--- config.mk ---
export PLATFORM = sky130hd
export DESIGN_NAME = miss_fill_arbiter_flat
export DESIGN_NICKNAME = d
export VERILOG_FILES = /design/src/rtl/miss_fill_arbiter_if.sv /design/src/rtl/miss_fill_arbiter.sv /design/src/flat_wrapper.sv
export SDC_FILE = /design/constraint.sdc
export NUM_CORES = 1
export LEC_CHECK = 0
export CORE_UTILIZATION = 30
export CTS_BUF_LIST = sky130_fd_sc_hd__clkbuf_4 sky130_fd_sc_hd__clkbuf_8 sky130_fd_sc_hd__clkbuf_16
export CTS_CLUSTER_SIZE = 28
export DETAILED_ROUTE_END_ITERATION = 8
export PLACE_DENSITY = 0.7
export SLEW_MARGIN = 0
export SYNTH_ARGS = -nofsm -noshare
export SYNTH_HDL_FRONTEND = slang
export SYNTH_SLANG_ARGS = --single-unit
--- constraint.sdc ---
create_clock -name clk -period 2.7 [get_ports clk]
set_input_delay 0.27 -clock clk [delete_from_list [all_inputs] [get_ports clk]]
set_output_delay 0.27 -clock clk [all_outputs]
set_load 0.005 [all_outputs]
--- src/rtl/miss_fill_arbiter_if.sv ---
// Miss/fill bundle between the I/D caches, the fill arbiter and main memory.
// Memory read data itself bypasses this block; only its valid strobe is seen here.
interface miss_fill_arbiter_if #(
    parameter int AWIDTH = 16
);
    logic              d_miss_detected;
    logic [AWIDTH-1:0] d_miss_address;
    logic              i_miss_detected;
    logic [AWIDTH-1:0] i_miss_address;
    logic              memory_data_valid;
    logic [AWIDTH-1:0] memory_address;
    logic              memory_enable;
    logic [AWIDTH-1:0] fill_address;
    logic              d_fsm_data_wen;
    logic              d_fsm_tag_wen;
    logic              i_fsm_data_wen;
    logic              i_fsm_tag_wen;
    logic              d_stall;
    logic              i_stall;

    modport slave (
        input  d_miss_detected,
        input  d_miss_address,
        input  i_miss_detected,
        input  i_miss_address,
        input  memory_data_valid,
        output memory_address,
        output memory_enable,
        output fill_address,
        output d_fsm_data_wen,
        output d_fsm_tag_wen,
        output i_fsm_data_wen,
        output i_fsm_tag_wen,
        output d_stall,
        output i_stall
    );

    modport master (
        output d_miss_detected,
        output d_miss_address,
        output i_miss_detected,
        output i_miss_address,
        output memory_data_valid,
        input  memory_address,
        input  memory_enable,
        input  fill_address,
        input  d_fsm_data_wen,
        input  d_fsm_tag_wen,
        input  i_fsm_data_wen,
        input  i_fsm_tag_wen,
        input  d_stall,
        input  i_stall
    );
endinterface

--- src/rtl/miss_fill_arbiter.sv ---
// Arbitrates I/D cache misses onto one memory port and sequences the block
// fill: issues BLOCK_WORDS reads, steers returning words, then writes the tag.
module miss_fill_arbiter #(
    parameter int AWIDTH      = 16,
    parameter int BLOCK_WORDS = 8
) (
    input  logic               clk,
    input  logic               rst,
    miss_fill_arbiter_if.slave bus
);
    localparam int CW = $clog2(BLOCK_WORDS) + 1;
    localparam logic [CW-1:0] FULL = CW'(BLOCK_WORDS);
    localparam logic [CW-1:0] LAST = CW'(BLOCK_WORDS - 1);
    localparam logic [AWIDTH-1:0] BASE_MASK =
        ~AWIDTH'(2 * BLOCK_WORDS - 1);

    typedef enum logic [1:0] {
        S_IDLE,
        S_FILL,
        S_DONE
    } state_e;

    state_e            state_q, state_d;
    logic              owner_q, owner_d;
    logic [AWIDTH-1:0] base_q, base_d;
    logic [CW-1:0]     issue_q, issue_d;
    logic [CW-1:0]     recv_q, recv_d;

    logic              mem_en;
    logic [AWIDTH-1:0] mem_addr;
    logic [AWIDTH-1:0] fill_addr;
    logic              d_wen, d_tag, i_wen, i_tag;
    logic              busy;
    logic              d_stall_w;
    logic [AWIDTH-1:0] issue_off;
    logic [AWIDTH-1:0] recv_off;

    // owner_q: 0 = D-cache, 1 = I-cache
    always_ff @(posedge clk or posedge rst) begin
        if (rst) begin
            state_q <= S_IDLE;
            owner_q <= 1'b0;
            base_q  <= '0;
            issue_q <= '0;
            recv_q  <= '0;
        end else begin
            state_q <= state_d;
            owner_q <= owner_d;
            base_q  <= base_d;
            issue_q <= issue_d;
            recv_q  <= recv_d;
        end
    end

    assign issue_off = AWIDTH'({issue_q, 1'b0});
    assign recv_off  = AWIDTH'({recv_q, 1'b0});

    always_comb begin
        state_d   = state_q;
        owner_d   = owner_q;
        base_d    = base_q;
        issue_d   = issue_q;
        recv_d    = recv_q;
        mem_en    = 1'b0;
        mem_addr  = '0;
        fill_addr = '0;
        d_wen     = 1'b0;
        d_tag     = 1'b0;
        i_wen     = 1'b0;
        i_tag     = 1'b0;
        case (state_q)
            S_IDLE: begin
                if (bus.d_miss_detected) begin
                    owner_d = 1'b0;
                    base_d  = bus.d_miss_address & BASE_MASK;
                    issue_d = '0;
                    recv_d  = '0;
                    state_d = S_FILL;
                end else if (bus.i_miss_detected) begin
                    owner_d = 1'b1;
                    base_d  = bus.i_miss_address & BASE_MASK;
                    issue_d = '0;
                    recv_d  = '0;
                    state_d = S_FILL;
                end
            end
            S_FILL: begin
                if (issue_q != FULL) begin
                    mem_en   = 1'b1;
                    mem_addr = base_q + issue_off;
                    issue_d  = issue_q + 1'b1;
                end
                fill_addr = base_q + recv_off;
                // Extra strobes past the last word never reach the arrays
                if (bus.memory_data_valid && recv_q != FULL) begin
                    d_wen  = ~owner_q;
                    i_wen  = owner_q;
                    recv_d = recv_q + 1'b1;
                    if (recv_q == LAST) begin
                        d_tag   = ~owner_q;
                        i_tag   = owner_q;
                        state_d = S_DONE;
                    end
                end
            end
            S_DONE: begin
                state_d = S_IDLE;
            end
            default: begin
                state_d = S_IDLE;
            end
        endcase
    end

    assign busy      = (state_q != S_IDLE);
    assign d_stall_w = bus.d_miss_detected | (busy & ~owner_q);

    assign bus.memory_enable  = mem_en;
    assign bus.memory_address = mem_addr;
    assign bus.fill_address   = fill_addr;
    assign bus.d_fsm_data_wen = d_wen;
    assign bus.d_fsm_tag_wen  = d_tag;
    assign bus.i_fsm_data_wen = i_wen;
    assign bus.i_fsm_tag_wen  = i_tag;
    assign bus.d_stall        = d_stall_w;
    // IF must hold during any fill since the shared port is busy
    assign bus.i_stall = bus.i_miss_detected | d_stall_w
                       | (busy & owner_q);
endmodule

--- src/flat_wrapper.sv ---
// flat-port wrapper written by rule: the top's interface ports become plain ports
module miss_fill_arbiter_flat 
#(
    parameter int AWIDTH      = 16,
    parameter int BLOCK_WORDS = 8
)
  (clk, rst, bus_d_miss_detected, bus_d_miss_address, bus_i_miss_detected, bus_i_miss_address, bus_memory_data_valid, bus_memory_address, bus_memory_enable, bus_fill_address, bus_d_fsm_data_wen, bus_d_fsm_tag_wen, bus_i_fsm_data_wen, bus_i_fsm_tag_wen, bus_d_stall, bus_i_stall);
  miss_fill_arbiter_if #(.AWIDTH(AWIDTH)) bus_i ();
  input  logic clk;
  input  logic rst;
  input wire logic [$bits(bus_i.d_miss_detected)-1:0] bus_d_miss_detected;
  input wire logic [$bits(bus_i.d_miss_address)-1:0] bus_d_miss_address;
  input wire logic [$bits(bus_i.i_miss_detected)-1:0] bus_i_miss_detected;
  input wire logic [$bits(bus_i.i_miss_address)-1:0] bus_i_miss_address;
  input wire logic [$bits(bus_i.memory_data_valid)-1:0] bus_memory_data_valid;
  output wire logic [$bits(bus_i.memory_address)-1:0] bus_memory_address;
  output wire logic [$bits(bus_i.memory_enable)-1:0] bus_memory_enable;
  output wire logic [$bits(bus_i.fill_address)-1:0] bus_fill_address;
  output wire logic [$bits(bus_i.d_fsm_data_wen)-1:0] bus_d_fsm_data_wen;
  output wire logic [$bits(bus_i.d_fsm_tag_wen)-1:0] bus_d_fsm_tag_wen;
  output wire logic [$bits(bus_i.i_fsm_data_wen)-1:0] bus_i_fsm_data_wen;
  output wire logic [$bits(bus_i.i_fsm_tag_wen)-1:0] bus_i_fsm_tag_wen;
  output wire logic [$bits(bus_i.d_stall)-1:0] bus_d_stall;
  output wire logic [$bits(bus_i.i_stall)-1:0] bus_i_stall;
  assign bus_i.d_miss_detected = bus_d_miss_detected;
  assign bus_i.d_miss_address = bus_d_miss_address;
  assign bus_i.i_miss_detected = bus_i_miss_detected;
  assign bus_i.i_miss_address = bus_i_miss_address;
  assign bus_i.memory_data_valid = bus_memory_data_valid;
  assign bus_memory_address = bus_i.memory_address;
  assign bus_memory_enable = bus_i.memory_enable;
  assign bus_fill_address = bus_i.fill_address;
  assign bus_d_fsm_data_wen = bus_i.d_fsm_data_wen;
  assign bus_d_fsm_tag_wen = bus_i.d_fsm_tag_wen;
  assign bus_i_fsm_data_wen = bus_i.i_fsm_data_wen;
  assign bus_i_fsm_tag_wen = bus_i.i_fsm_tag_wen;
  assign bus_d_stall = bus_i.d_stall;
  assign bus_i_stall = bus_i.i_stall;
  miss_fill_arbiter #(.AWIDTH(AWIDTH), .BLOCK_WORDS(BLOCK_WORDS)) u_core (.clk(clk), .rst(rst), .bus(bus_i));
endmodule
==> summary.txt <==
STA
  • Min Tclk post-route: 2.58 ns
  • Final-report setup violation count: 0
  • PnR worst setup slack: 0.123 ns
  • Slew Viols, Final: 0
  • RSZ-0062 raised after global routing: false
  • Tightest Pin Transition: 0.892 ns
  • Setup TNS: 0 ns
  • Setup Skew: 0.00165 ns
  • Final Hold Viols: 0
  • Worst slew margin: 40.5%
  • Final worst-path cycle share: 95.5%
  • FMAX: 388 MHz

Yosys
  • Commonest cells in the netlist: o21ai_0, dfrtp_1, mux2i_1, nor2_1, a21oi_1
  • Asr flop ratio synth: 100%
  • Mapped Avg Cell Area: 8.19 um2
  • Flop and latch count out of synthesis: 23
  • Ranking of synthesized cells by area: dfrtp_1, mux2i_1, o21ai_0
  • Synth area leader: dfrtp_1
  • Sequential element share of the synthesized area: 31.8%
  • Post-synth EDFFs: 0
  • Most frequent cell after synthesis: o21ai_0
  • Ys Warns: 0
  • Synth top area share: 31.8%
  • Top_reg_cell synth: dfrtp_1
  • Cells after synthesis: 221
  • Netlist cell types: 38
  • Mapped Area: 1810 um2

Die
  • Die area: 6350 um2
  • CORE AREA: 5680 um2
  • Die Height: 79.7 um
  • Die width: 79.7 um
  • Row count: 27
  • Ports: 76
  • Initial Utilization: 31.9%

Worst setup path
  • CP max stage cell: clkdlybuf4s50_1
  • Worst Path Required: 2.43 ns
  • Arr. time, crit path: 2.31 ns
  • Critical R2R Launch: u_core.issue_q[0]
  • Crit path max fanout: 4
  • Critical path launch point type: flop
  • Worst r2r path cells: 6
  • CP bufs+invs: 1
  • Reg2Reg Setup Slack: 1.09 ns
  • CP delay by family, top: simple AND/OR/NAND/NOR gates
  • Max stage delay on crit path: 0.52 ns
  • Crit. Startpoint: u_core.base_q[4]
  • CP endpoint kind: primary output
  • Reg2reg end: u_core.issue_q[1]
  • Cell Chain, Critical Path: ha_1 -> ha_2 -> nand3_1 -> or4_1 -> a21oi_1 -> clkdlybuf4s50_1
  • Crit path kind: reg -> out

Global routing
  • Global router's overall resource usage: 16.1%
  • Vias in the first global route: 1,787
  • GR Util met1: 20.4%
  • Global route hottest layer: met2
  • Grt met3 use: 2.17%
  • GRT Residual Overflow: 0
  • First-pass GRT wire length: 8060 um
  • Antenna violations before repair: 0
  • Largest net degree at the start of global routing: 24
  • GR met2 Demand/Resource: 27.8%

Clock tree
  • Worst-Skew Late Latency: 0.27 ns
  • Root buf cell: clkbuf_8
  • Htree depth: 1
  • Maximum root-to-sink buffer count: 2
  • Reg clk slew, reported paths: 0.09 ns
  • CTS Buf Count: 3
  • CTS tree: yes
  • CTS sink cnt: 23
  • Post-CTS Hold Buffers: 0

Flow run
  • Max cap viols: 0

Power and ir drop
  • PwrDens: 952 nW/um2
  • Leakage: 1.04 nW
  • Worst vdd ir: 0.000368 V
  • Final Total Pwr: 0.00246 W

Drt
  • Via density: 5.13
  • First-pass iteration count of the detailed router: 4
  • DRC viols: 0
  • DR iter-0 viols: 89
  • Total number of vias: 1,817
  • WL final: 4890 um
  • WL/cell: 13.8 um
  • Remaining antenna violation count after routing: 0

Min path
  • Worst min path class: in -> async

Cells and area
  • Nets: 328
  • Area of the multi-input gates: 1130 um2
  • Layout cell share with drive strength beyond 1: 7.09%
  • Sequential Area: 576 um2
  • Layout Area Growth over Synthesis: 42.9%
  • FILL cells: 587
  • # diodes: 0

Place
  • Port Buffers: 65
  • Post-Place Setup Slack: 0.295 ns
  • Placer congestion estimate: 0.839
  • Dpl hpwl: 3740 um

Outcome
  • Status: complete, no violations
-- cells in the final DEF (no fill, tap or decap), types with 9 or more instances in the layout --
cell	synthesis	layout
nand2_1	11	9
o21ai_0	31	31
a21oi_1	15	15
dfrtp_1	23	23
nor2_1	16	16
clkdlybuf4s50_1	0	64
mux2i_1	17	17
inv_1	12	12
-- repair_timing --
action                     in CTS  in global routing
cloned                          0                  0
setup endpoints to repair       2                 16
buffers inserted                3                  0
resized for setup               0                  6
pin swaps                       1                  0
-- power by group --
| part | internal, W | leakage [nW] | total, W | switching (W) |
|---|---|---|---|---|
| logic | 0.000840 | 0.738 | 0.00149 | 0.000654 |
| clock network | 0.000105 | 0.0217 | 0.000225 | 0.000121 |
| registers | 0.000500 | 0.285 | 0.000742 | 0.000242 |
| total | 0.00144 | 1.04 | 0.00246 | 0.00102 |
-- cell type report --
cell class / instances / share of cell area (%)
Tap cell: 72 / 3.48
Multi-Input combinational cell: 172 / 43.6
Clock buffer: 3 / 1.60
Sequential cell: 23 / 22.3
Clock inverter: 1 / 0.290
Inverter: 12 / 1.74
Timing Repair Buffer: 71 / 27.0
-- per-layer routing --
metal,share of wire (%),wire [um],up-vias
li1,-,-,918
met1,45,2180,830
met2,48,2320,60
met3,6.3,308,9
met4,1.6,79,0
met5,0,0,-
-- kinds of logic after synthesis --
| logic type | count (synthesis) | synth area share (%) |
|---|---|---|
| and+or+nand+nor | 78 | 24.5 |
| muxes | 17 | 9.41 |
| DFF | 23 | 31.8 |
| buffers and inverters | 27 | 6.71 |
| other | 1 | 0.207 |
| xor gates and xnor gates | 6 | 2.91 |
| adders and majority gates | 8 | 5.53 |
| AOI/OAI and AO/OA | 61 | 18.9 |
-- worst max-delay path by stage --
stage / end / slack (ns) / depth (start not counted)
finish: bus_memory_address[14] / 0.12 / 6
global route: bus_memory_address[14] / 0.005 / 6
CTS: bus_memory_address[9] / 0.07 / 6
detailed placement: bus_fill_address[14] / 0.29 / 4
global placement: bus_fill_address[14] / 0.33 / 6
floorplan: bus_fill_address[14] / 0.97 / 5
-- registers in the layout, summed over array words and instances, names as in the netlist --
register,cells
u_core.state_q,2
u_core.issue_q,4
u_core.recv_q,4
u_core.owner_q,1
u_core.base_q,12
-- stage by stage --
stage          hold slack, ns  util [%]  instances  cell area (um2)
2_1_floorplan           0.272         -        222             1810
3_3_place_gp            0.485      44.0        347             2500
5_1_grt                 0.544      45.6        354             2590
3_5_place_dp            0.513      44.0        347             2500
4_1_cts                 0.516      45.3        354             2570
6_report                0.482      45.6        354             2590
(Power assumes the default switching activity.)
==> RTL edit, RTL diff (same settings) <==
Re-encode `state_e` (3 states) as one-hot, 3 bits wide.
--- a/src/rtl/miss_fill_arbiter.sv
+++ b/src/rtl/miss_fill_arbiter.sv
@@ -14,10 +14,10 @@
     localparam logic [AWIDTH-1:0] BASE_MASK =
         ~AWIDTH'(2 * BLOCK_WORDS - 1);
 
-    typedef enum logic [1:0] {
-        S_IDLE,
-        S_FILL,
-        S_DONE
+    typedef enum logic [2:0] {
+        S_IDLE = 3'b001,
+        S_FILL = 3'b010,
+        S_DONE = 3'b100
     } state_e;
 
     state_e            state_q, state_d;
Formal check against the unedited RTL: no difference found for any inputs over 10 cycles, from zero or initial values and one cycle with rst high; not proved beyond that.
==> RTL edit against the original RTL <==
  * Synthesized cell count fell by 1.4%
  * Cell area is 0.63% higher
  * Total power decreased by 13%
  * Synthesized area grew 0.41%
  * Sequential cell count rose by 1
  * Fmax down 1.7%
  * Clock power increased by 12%
  * Sequential share of layout area rose by 0.92 points
  * Setup slack worse by 0.045 ns
  * Routed wire length shrank 6.0%
  * Die area is 0.40% higher
  * Cell count shrank 1.1%
==> RTL edit: results (changes against the original RTL) <==
{| class="wikitable"
! Metric !! Value
|-
| Top cell types by occurrence after synthesis || sky130_fd_sc_hd__nor2_1 (36), sky130_fd_sc_hd__dfrtp_1 (23), sky130_fd_sc_hd__a21oi_1 (22), sky130_fd_sc_hd__nand2_1 (14), sky130_fd_sc_hd__mux2i_1 (13)
|-
| Gpl congestion || 0.827 (-1.3%)
|-
| IR drop worst, VDD || 0.000358 V (-2.8%)
|-
| Relative slew slack || 0.391 (-0.0143)
|-
| Vias || 1,712 (-5.8%)
|-
| HPWL after DPL || 3590 um (-4.0%)
|-
| Pin count of the biggest net entering global routing || 25 (+4.2%)
|-
| Highest net fanout along the worst path || 5 (+1)
|-
| Net total in the final layout || 324 (-1.2%)
|-
| DRT Wirelength || 4600 um (-6.0%)
|-
| Leakage dissipation || 1.04 nW (about the same)
|-
| Proportion of layout cells with a drive suffix above 1 || 0.0935 (+0.0226)
|-
| Layout filler cell count || 584 (-0.51%)
|-
| Sequential cell area fraction in the yosys report || 0.331 (+0.0131)
|-
| Compound-cell area share of the yosys netlist || 0.121 (-0.0690)
|-
| Instance count after placement with tap cells included || 346 (-0.29%)
|-
| XOR/XNOR share of the synthesized area || 0.0675 (+0.0384)
|-
| Number of cells produced by synthesis || 218 (-1.4%)
|-
| NetSw || 0.000897 W (-12%)
|-
| Worst flop-to-flop path endpoint || u_core.base_q[9]
|-
| Finish-stage setup viols || 0 (unchanged)
|-
| Adder-cell share of the synthesized area || 0.0551 (-0.000229)
|-
| Yosys cell types || 45 (+18%)
|-
| Maximum level of the CTS H-tree || 1 (unchanged)
|-
| Post-layout util || 0.459 (+0.00287)
|-
| Register-to-register path setup slack || 0.88 ns (-0.21 ns)
|-
| Number of synthesis warnings || 0 (unchanged)
|-
| Worst path arrival time || 2.35 ns (+0.04 ns)
|-
| Cell types occupying the most area after synthesis || sky130_fd_sc_hd__dfrtp_1 (32%), sky130_fd_sc_hd__nor2_1 (7.4%), sky130_fd_sc_hd__mux2i_1 (7.2%)
|-
| Slowest stage delay, CP || 0.54 ns (+0.02 ns)
|-
| DP Area || 0.00251 mm^2 (+0.50%)
|-
| Outcome || complete, no violations
|-
| Detailed router's first-iteration violation count || 61 (-31%)
|-
| Buffers inserted during post-CTS setup optimization || 0 (-3)
|-
| Global routing usage summed across all routing layers || 0.152 (-0.00849)
|-
| Clk_skew || 0.00139 ns (-0.000254 ns)
|-
| Via-to-Cell Ratio || 4.89 (-4.7%)
|}
[RTL edit: cell count changes in the layout (fill, tap and decap cells not counted), moves of 3 or more]
cell                      change
sky130_fd_sc_hd__mux2i_1      -4
sky130_fd_sc_hd__or4_1        -5
sky130_fd_sc_hd__xor2_1       +7
sky130_fd_sc_hd__a21oi_1      +7
sky130_fd_sc_hd__o31ai_1      -6
sky130_fd_sc_hd__nand2_1      +5
sky130_fd_sc_hd__nor2_1      +20
sky130_fd_sc_hd__nor2b_1      -3
sky130_fd_sc_hd__and2_1       +5
sky130_fd_sc_hd__o21ai_0     -25
sky130_fd_sc_hd__inv_1        -6
[RTL edit: stage by stage]
| step | power (W) | setup slack, ns |
|---|---|---|
| 3_5_place_dp | 0.00187 | 0.318 |
| 6_report | 0.00214 | 0.0778 |
| 4_1_cts | 0.00212 | 0.00501 |
| 5_1_grt | 0.00233 | -0.00958 |
| 3_3_place_gp | 0.00183 | 0.324 |
| 2_1_floorplan | 0.00138 | 0.952 |
[RTL edit: layout make-up]
class                           instances  share of cell area
Multi-Input combinational cell        174               0.441
Sequential cell                        24               0.232
Timing Repair Buffer                   69               0.262
Tap cell                               72              0.0346
Clock buffer                            4              0.0212
Inverter                                7              0.0101
[RTL edit: power by group through the flow]
stage | clock, W | sequential, W | combinational [W]
floorplan | 0 | 0.000643 | 0.000742
global placement | 0 | 0.000743 | 0.00109
detailed placement | 0 | 0.000754 | 0.00112
CTS | 0.000251 | 0.000747 | 0.00112
global route | 0.000268 | 0.000791 | 0.00127
finish | 0.000251 | 0.000762 | 0.00112
[RTL edit: layer usage]
| layer | track usage | share of wire |
|---|---|---|
| met1 | 0.191 | 0.47 |
| met2 | 0.270 | 0.49 |
| met3 | 0.0183 | 0.032 |
| met4 | 0.0464 | 0.016 |
| met5 | 0 | 0 |
